$ cat config.mk
export PLATFORM = sky130hd
export DESIGN_NAME = integer_station_pool
export DESIGN_NICKNAME = d
export VERILOG_FILES = /design/src/rtl/integer_station_pkg.sv /design/src/rtl/integer_alu.sv /design/src/rtl/integer_station_pool.sv
export SDC_FILE = /design/constraint.sdc
export NUM_CORES = 2
export LEC_CHECK = 0
export CAP_MARGIN = 20
export CELL_PAD_IN_SITES_DETAIL_PLACEMENT = 1
export CELL_PAD_IN_SITES_GLOBAL_PLACEMENT = 1
export CORE_ASPECT_RATIO = 0.5
export CORE_MARGIN = 2
export CORE_UTILIZATION = 46
export CTS_CLUSTER_SIZE = 30
export DETAILED_ROUTE_END_ITERATION = 16
export GPL_TIMING_DRIVEN = 0
export HOLD_SLACK_MARGIN = 0.05
export PLACE_DENSITY_LB_ADDON = 0.1
export SLEW_MARGIN = 40
export SYNTH_ARGS = -nofsm -noshare
export SYNTH_HDL_FRONTEND = slang
export SYNTH_HIERARCHICAL = 1
export SYNTH_SLANG_ARGS = --single-unit
$ cat constraint.sdc
create_clock -name clock -period 6.9 [get_ports clock]
set_input_delay 1.38 -clock clock [delete_from_list [all_inputs] [get_ports clock]]
set_output_delay 1.38 -clock clock [all_outputs]
set_load 0.02 [all_outputs]
$ cat src/rtl/integer_station_pkg.sv
// Operation encodings shared by the integer reservation station and its ALU.
package integer_station_pkg;
  localparam int OP_WIDTH = 4;

  localparam logic [OP_WIDTH-1:0] OP_ADD  = 4'd0;
  localparam logic [OP_WIDTH-1:0] OP_SUB  = 4'd1;
  localparam logic [OP_WIDTH-1:0] OP_OR   = 4'd2;
  localparam logic [OP_WIDTH-1:0] OP_AND  = 4'd3;
  localparam logic [OP_WIDTH-1:0] OP_XOR  = 4'd4;
  localparam logic [OP_WIDTH-1:0] OP_SLL  = 4'd5;
  localparam logic [OP_WIDTH-1:0] OP_SRL  = 4'd6;
  localparam logic [OP_WIDTH-1:0] OP_SRA  = 4'd7;
  localparam logic [OP_WIDTH-1:0] OP_SLTU = 4'd8;
  localparam logic [OP_WIDTH-1:0] OP_SLT  = 4'd9;
endpackage

$ cat src/rtl/integer_alu.sv
// Combinational integer ALU; unknown operation codes produce zero.
module integer_alu
  import integer_station_pkg::*;
#(
  parameter int SIZE = 32
) (
  input  logic [OP_WIDTH-1:0] operation_i,
  input  logic [SIZE-1:0]     a_i,
  input  logic [SIZE-1:0]     b_i,
  output logic [SIZE-1:0]     result_o
);
  logic [4:0] shamt;
  assign shamt = b_i[4:0];

  always_comb begin
    result_o = '0;
    case (operation_i)
      OP_ADD:  result_o = a_i + b_i;
      OP_SUB:  result_o = a_i - b_i;
      OP_OR:   result_o = a_i | b_i;
      OP_AND:  result_o = a_i & b_i;
      OP_XOR:  result_o = a_i ^ b_i;
      OP_SLL:  result_o = a_i << shamt;
      OP_SRL:  result_o = a_i >> shamt;
      OP_SRA:  result_o = $signed(a_i) >>> shamt;
      OP_SLTU: result_o = {{(SIZE-1){1'b0}}, (a_i < b_i)};
      OP_SLT:  result_o = {{(SIZE-1){1'b0}}, ($signed(a_i) < $signed(b_i))};
      default: result_o = '0;
    endcase
  end
endmodule

$ cat src/rtl/integer_station_pool.sv
// Multi-entry integer reservation station: snoops result buses for missing
// operands and issues the oldest ready entry into a one-deep output register.
module integer_station_pool
  import integer_station_pkg::*;
#(
  parameter int SIZE               = 32,
  parameter int STATION_INDEX_SIZE = 4,
  parameter int BUS_COUNT          = 2,
  parameter int ENTRY_COUNT        = 4,
  parameter int ENTRY_INDEX_SIZE   = 2
) (
  input  logic                                    clock,
  input  logic                                    reset,
  input  logic                                    flush,
  input  logic                                    dispatch_valid,
  output logic                                    dispatch_ready,
  input  logic [OP_WIDTH-1:0]                     dispatch_operation,
  input  logic [STATION_INDEX_SIZE-1:0]           dispatch_tag,
  input  logic                                    preload_a_value,
  input  logic                                    preload_b_value,
  input  logic [STATION_INDEX_SIZE-1:0]           a_source,
  input  logic [STATION_INDEX_SIZE-1:0]           b_source,
  input  logic [SIZE-1:0]                         preloaded_a_value,
  input  logic [SIZE-1:0]                         preloaded_b_value,
  output logic                                    result_valid,
  input  logic                                    result_ready,
  output logic [SIZE-1:0]                         result_value,
  output logic [STATION_INDEX_SIZE-1:0]           result_tag,
  input  logic [BUS_COUNT-1:0]                    bus_asserted,
  input  logic [STATION_INDEX_SIZE*BUS_COUNT-1:0] bus_source,
  input  logic [SIZE*BUS_COUNT-1:0]               bus_value
);
  localparam int TW = STATION_INDEX_SIZE;

  typedef struct packed {
    logic                occupied;
    logic [OP_WIDTH-1:0] op;
    logic [TW-1:0]       tag;
    logic                a_loaded;
    logic [TW-1:0]       a_source;
    logic [SIZE-1:0]     a_value;
    logic                b_loaded;
    logic [TW-1:0]       b_source;
    logic [SIZE-1:0]     b_value;
  } entry_t;

  entry_t                 entry_q [ENTRY_COUNT];
  entry_t                 entry_d [ENTRY_COUNT];
  // older_q[i][j] set means entry i was allocated before entry j.
  logic [ENTRY_COUNT-1:0] older_q [ENTRY_COUNT];
  logic [ENTRY_COUNT-1:0] older_d [ENTRY_COUNT];
  logic                   result_valid_q, result_valid_d;
  logic [SIZE-1:0]        result_value_q, result_value_d;
  logic [TW-1:0]          result_tag_q, result_tag_d;

  logic [ENTRY_COUNT-1:0]      ready, oldest;
  logic [ENTRY_INDEX_SIZE-1:0] alloc_idx, issue_idx;
  logic                        alloc_found, issue_any, can_issue;
  logic [SIZE:0]               snoop_a, snoop_b;
  entry_t                      new_entry;
  logic [SIZE-1:0]             alu_result;

  // Returns {hit, value}; iterating downward lets the lowest bus index win.
  function automatic logic [SIZE:0] snoop(input logic [TW-1:0] src);
    logic [SIZE:0] hit;
    hit = '0;
    for (int b = BUS_COUNT - 1; b >= 0; b--) begin
      if (bus_asserted[b] && bus_source[b*TW +: TW] == src)
        hit = {1'b1, bus_value[b*SIZE +: SIZE]};
    end
    return hit;
  endfunction

  always_comb begin
    alloc_idx   = '0;
    alloc_found = 1'b0;
    issue_idx   = '0;
    issue_any   = 1'b0;
    for (int i = 0; i < ENTRY_COUNT; i++)
      ready[i] = entry_q[i].occupied && entry_q[i].a_loaded && entry_q[i].b_loaded;
    for (int i = 0; i < ENTRY_COUNT; i++) begin
      oldest[i] = ready[i];
      for (int j = 0; j < ENTRY_COUNT; j++)
        if (ready[j] && older_q[j][i]) oldest[i] = 1'b0;
    end
    for (int i = 0; i < ENTRY_COUNT; i++) begin
      if (!entry_q[i].occupied && !alloc_found) begin
        alloc_idx   = ENTRY_INDEX_SIZE'(i);
        alloc_found = 1'b1;
      end
      if (oldest[i] && !issue_any) begin
        issue_idx = ENTRY_INDEX_SIZE'(i);
        issue_any = 1'b1;
      end
    end
  end

  assign dispatch_ready = alloc_found;
  assign can_issue      = !result_valid_q || result_ready;

  integer_alu #(.SIZE(SIZE)) u_alu (
    .operation_i (entry_q[issue_idx].op),
    .a_i         (entry_q[issue_idx].a_value),
    .b_i         (entry_q[issue_idx].b_value),
    .result_o    (alu_result)
  );

  // Handshakes: dispatch accepted on dispatch_valid && dispatch_ready; result
  // value/tag held stable while result_valid && !result_ready.
  always_comb begin
    entry_d        = entry_q;
    older_d        = older_q;
    result_valid_d = result_valid_q;
    result_value_d = result_value_q;
    result_tag_d   = result_tag_q;
    snoop_a        = '0;
    snoop_b        = '0;
    new_entry      = '0;

    for (int i = 0; i < ENTRY_COUNT; i++) begin
      if (entry_q[i].occupied) begin
        snoop_a = snoop(entry_q[i].a_source);
        snoop_b = snoop(entry_q[i].b_source);
        if (!entry_q[i].a_loaded && snoop_a[SIZE]) begin
          entry_d[i].a_loaded = 1'b1;
          entry_d[i].a_value  = snoop_a[SIZE-1:0];
        end
        if (!entry_q[i].b_loaded && snoop_b[SIZE]) begin
          entry_d[i].b_loaded = 1'b1;
          entry_d[i].b_value  = snoop_b[SIZE-1:0];
        end
      end
    end

    if (can_issue) begin
      result_valid_d = issue_any;
      if (issue_any) begin
        entry_d[issue_idx].occupied = 1'b0;
        result_value_d = alu_result;
        result_tag_d   = entry_q[issue_idx].tag;
      end
    end

    if (dispatch_valid && dispatch_ready) begin
      snoop_a            = snoop(a_source);
      snoop_b            = snoop(b_source);
      new_entry.occupied = 1'b1;
      new_entry.op       = dispatch_operation;
      new_entry.tag      = dispatch_tag;
      new_entry.a_source = a_source;
      new_entry.b_source = b_source;
      new_entry.a_loaded = preload_a_value || snoop_a[SIZE];
      new_entry.b_loaded = preload_b_value || snoop_b[SIZE];
      new_entry.a_value  = preload_a_value ? preloaded_a_value : snoop_a[SIZE-1:0];
      new_entry.b_value  = preload_b_value ? preloaded_b_value : snoop_b[SIZE-1:0];
      entry_d[alloc_idx] = new_entry;
      for (int j = 0; j < ENTRY_COUNT; j++)
        older_d[j][alloc_idx] = entry_q[j].occupied;
      older_d[alloc_idx] = '0;
    end

    if (flush) begin
      for (int i = 0; i < ENTRY_COUNT; i++) begin
        entry_d[i].occupied = 1'b0;
        older_d[i]          = '0;
      end
      result_valid_d = 1'b0;
    end
  end

  always_ff @(posedge clock) begin
    if (reset) begin
      for (int i = 0; i < ENTRY_COUNT; i++) begin
        entry_q[i] <= '0;
        older_q[i] <= '0;
      end
      result_valid_q <= 1'b0;
      result_value_q <= '0;
      result_tag_q   <= '0;
    end else begin
      for (int i = 0; i < ENTRY_COUNT; i++) begin
        entry_q[i] <= entry_d[i];
        older_q[i] <= older_d[i];
      end
      result_valid_q <= result_valid_d;
      result_value_q <= result_value_d;
      result_tag_q   <= result_tag_d;
    end
  end

  assign result_valid = result_valid_q;
  assign result_value = result_value_q;
  assign result_tag   = result_tag_q;
endmodule

==> flow_metrics.py <==
metrics = {
    "run_status": {
        "outcome": "finished clean",
    },
    "power_and_ir_drop": {
        "seq_power_share_pct": 38.6,
        "p_sw_share_pct": 34.30,
        "ir_drop_uv": 181.1,
        "power.net_switching_uw": 2027,
        "power.internal_uw": 3882,
        "p_leak_uw": 0.01303,
        "clkPwrFrac_pct": 37.0,
        "p_comb_share_pct": 24.3,
        "total_power_uw": 5908,
        "p_per_area_nw_per_um2": 172.5,
    },
    "clock_tree": {
        "cts_tree": "built",
        "h-tree-depth": 2,
        "numCtsBuffers": 39,
        "clkTransAtPathRegs_ps": 70,
        "clockBufferDepth": 3,
        "cts_root_buffer": "clkbuf_16",
        "clkLatencyLatePin_ps": 600,
        "hold_buffers": 0,
        "cts.sink_count": 385,
    },
    "finish": {
        "fill_cells": 7673,
        "instances_no_fill": 4691,
        "layout-drive-gt1-share_pct": 15.80,
        "area_delta_synth_final_pct": 14.64,
        "final_core_utilization_pct": 53.85,
        "fin_nets": 4048,
    },
    "synth": {
        "syn_area_per_cell_sq_um": 8.297,
        "ys.flop_type": "dfxtp_1",
        "syn_nets": 3862,
        "yosys.area.top_type": "dfxtp_1",
        "ys_types": 86,
        "synth_top_area_share_pct": 25.80,
        "async_flop_share_pct": 0,
        "yosys-top-cells-area": "dfxtp_1 26%, mux2i_1 10%, mux2_2 9.9%, o22ai_1 7.2%, ha_1 4.1%",
        "ys_ff_latch": 385,
        "synth_cells": 3601,
        "synth-edff-count": 0,
        "ys_seq_area_share_pct": 25.80,
        "syn-cell-area_sq_um": 29880,
        "yosys_warnings": 6,
    },
    "global_route": {
        "grt_pass1_wl_mm": 222.3,
        "grt_util_all_layers_pct": 44.54,
        "grt_max_degree": 21,
        "overflow": 0,
        "antenna_found_initial": 8,
        "grt_pass1_vias": 32890,
    },
    "route": {
        "post-route-drc-count": 0,
        "drtIter0Drc": 4117,
        "routed-via-count": 33030,
        "drtPass1Iterations": 12,
        "vias_per_cell": 7.042,
        "wl_mm": 154.6,
        "wire_per_inst_microns": 32.96,
        "ant_nets": 0,
    },
    "placement": {
        "portBuffers": 117,
        "dpl.cell_count": 4613,
        "dp_hpwl_mm": 116.2,
        "place.gp.congestion": 1.068,
    },
    "floorplan": {
        "start_util_pct": 46.98,
        "io-pin-count": 199,
        "die_area_sq_um": 67130,
        "die_h_microns": 184.2,
        "core_area_sq_um": 63600,
        "rows": 65,
        "die_width_microns": 364.4,
    },
    "timing": {
        "slew_violations": 0,
        "min_period_ps": 6782,
        "finalSetupTns_ps": 0,
        "slew-limit-headroom_pct": 35.70,
        "worstMarginPinSlew_ps": 964.4,
        "setup_viol": 0,
        "clock.fmax_mhz": 147.4,
        "hold_violations": 0,
        "clock_skew_ps": 35.12,
        "hold_slack_ps": 450.8,
        "period_share_pct": 98.30,
    },
    "critical_path": {
        "setup.worst_path.start": "entry_q[82]$_SDFF_PP0_",
        "critical_path_class": "flop to flop",
        "cp_data_arrival_time_ps": 7290,
        "crit_path_end_kind": "flop",
        "crit_fanout": 10,
        "crit_path_start_kind": "flop",
        "worstPathRequired_ps": 7410,
        "r2r_start": "entry_q[82]$_SDFF_PP0_",
    },
    "min_path": {
        "hold_class": "flop to flop",
        "min_from": "result_value[7]$_SDFFE_PP0P_",
    },
    "job": {
        "maxCapViolations": 0,
    },
}
==> logic make-up (layout without fill, tap and decap cells) <==
family | Yosys count | after routing | synth area share, %
muxes | 617 | 617 | 24.01
xor gates and xnor gates | 53 | 53 | 1.554
buffers and inverters | 495 | 710 | 6.927
AOI/OAI and AO/OA | 1163 | 1163 | 25.74
other | 0 | 4 | 0
DFF | 385 | 385 | 25.80
adders and majority gates | 100 | 100 | 4.238
and+or+nand+nor | 788 | 788 | 11.73
==> state kept, by name, indices dropped and copies added, names as in the netlist <==
register and count:
entry_q 332, result_valid 1, result_value 32, older_q 16, result_tag 4
==> cell usage after synthesis, drive strengths merged (17+ instances only) <==
cell type and instances:
nand3 25, a31oi 17, inv 107, o21ai 190, o22ai 343, mux4 51, xor2 37, a21oi 232
mux2i 304, clkbuf 279, a21o 20, nor2 257, mux2 262, nand4 18, nor3 48, nand2 318
o221ai 17, nor2b 18, a222oi 70, a221oi 32, buf 108, ha 98, a22oi 73, a211oi 28
o21bai 19, dfxtp 385
==> power by group through the flow <==
stage / Combinational [uW] / Sequential (uW) / Clock, uW
CTS: 1360 / 2280 / 2170
finish: 1440 / 2280 / 2190
floorplan: 812 / 2320 / 0
global route: 1490 / 2280 / 2270
global placement: 1290 / 2330 / 0
detailed placement: 1340 / 2330 / 0
==> repair_timing <==
action                     in CTS  in global routing
setup endpoints to repair      29                 10
pin swaps                       3                  1
buffers inserted                4                  1
gates resized for setup        19                 17
==> critical path, stage by stage (launching register included) <==
cell and delay (ps):
dfxtp_1 400, clkbuf_1 420, a41oi_1 410, a21o_1 290
nor2_2 340, clkbuf_4 410, clkbuf_2 490, o22ai_2 380
clkbuf_1 380, nor4_1 690, clkbuf_1 710, clkbuf_1 740
a221oi_1 220, o221ai_1 480, nand2_1 140, a21oi_1 140
==> through the flow <==
stage / worst slack (ps) / cell area (sq um)
global placement: -1706 / 32140
finish: 117.6 / 34250
floorplan: 1442 / 29880
detailed placement: -1524 / 32810
CTS: 87.81 / 34120
global route: -5.725 / 34240
==> layer usage <==
layer	wire (microns)	GRT usage, %
met4	9919	25.09
met3	17750	13.68
met2	67100	69.27
met5	172	0
met1	59700	54.87
==> path summary, 6_finish.rpt <==
path                                        end  slack (ps)  cells after the start
setup / recovery  result_value[15]$_SDFFE_PP0P_         120                     15
hold reg to reg    result_value[7]$_SDFFE_PP0P_         450                      2
hold / removal     result_value[7]$_SDFFE_PP0P_         450                      2
setup reg to reg  result_value[15]$_SDFFE_PP0P_         120                     15
==> cell usage in the layout, fill, tap and decap left out, drive strengths merged, types with 10 or more instances in the layout <==
cell type,count
nor4,14
o221ai,17
xor2,37
nand2,318
nor3,48
ha,98
nor2b,18
nand4,18
nand3,25
mux4,51
o21bai,19
a31oi,17
mux2,262
inv,108
buf,135
a211oi,28
clkdlybuf4s50,117
a221oi,32
nand2b,15
or2,10
xnor2,16
clkbuf,340
a21o,20
a222oi,70
dfxtp,385
o2111ai,12
a211o,12
o21a,12
mux2i,304
o21ai,190
and3,10
o22ai,343
nor2,257
or3,12
o211ai,16
a21oi,232
a22oi,73
o221a,11
==> cell type report <==
class,count,area [sq um],share of cell area (%)
clock buffers,60,1125,3.284
inverters,108,410.4,1.198
diodes,4,10.01,0.02923
multi-input cells,2721,20640,60.26
flip-flops and latches,385,7707,22.50
well taps,871,1090,3.182
clock inverters,10,97.59,0.2850
plain buffers,382,1688,4.928
repair buffers,150,1481,4.325
Note: power is estimated with default switching activity, not from simulation.
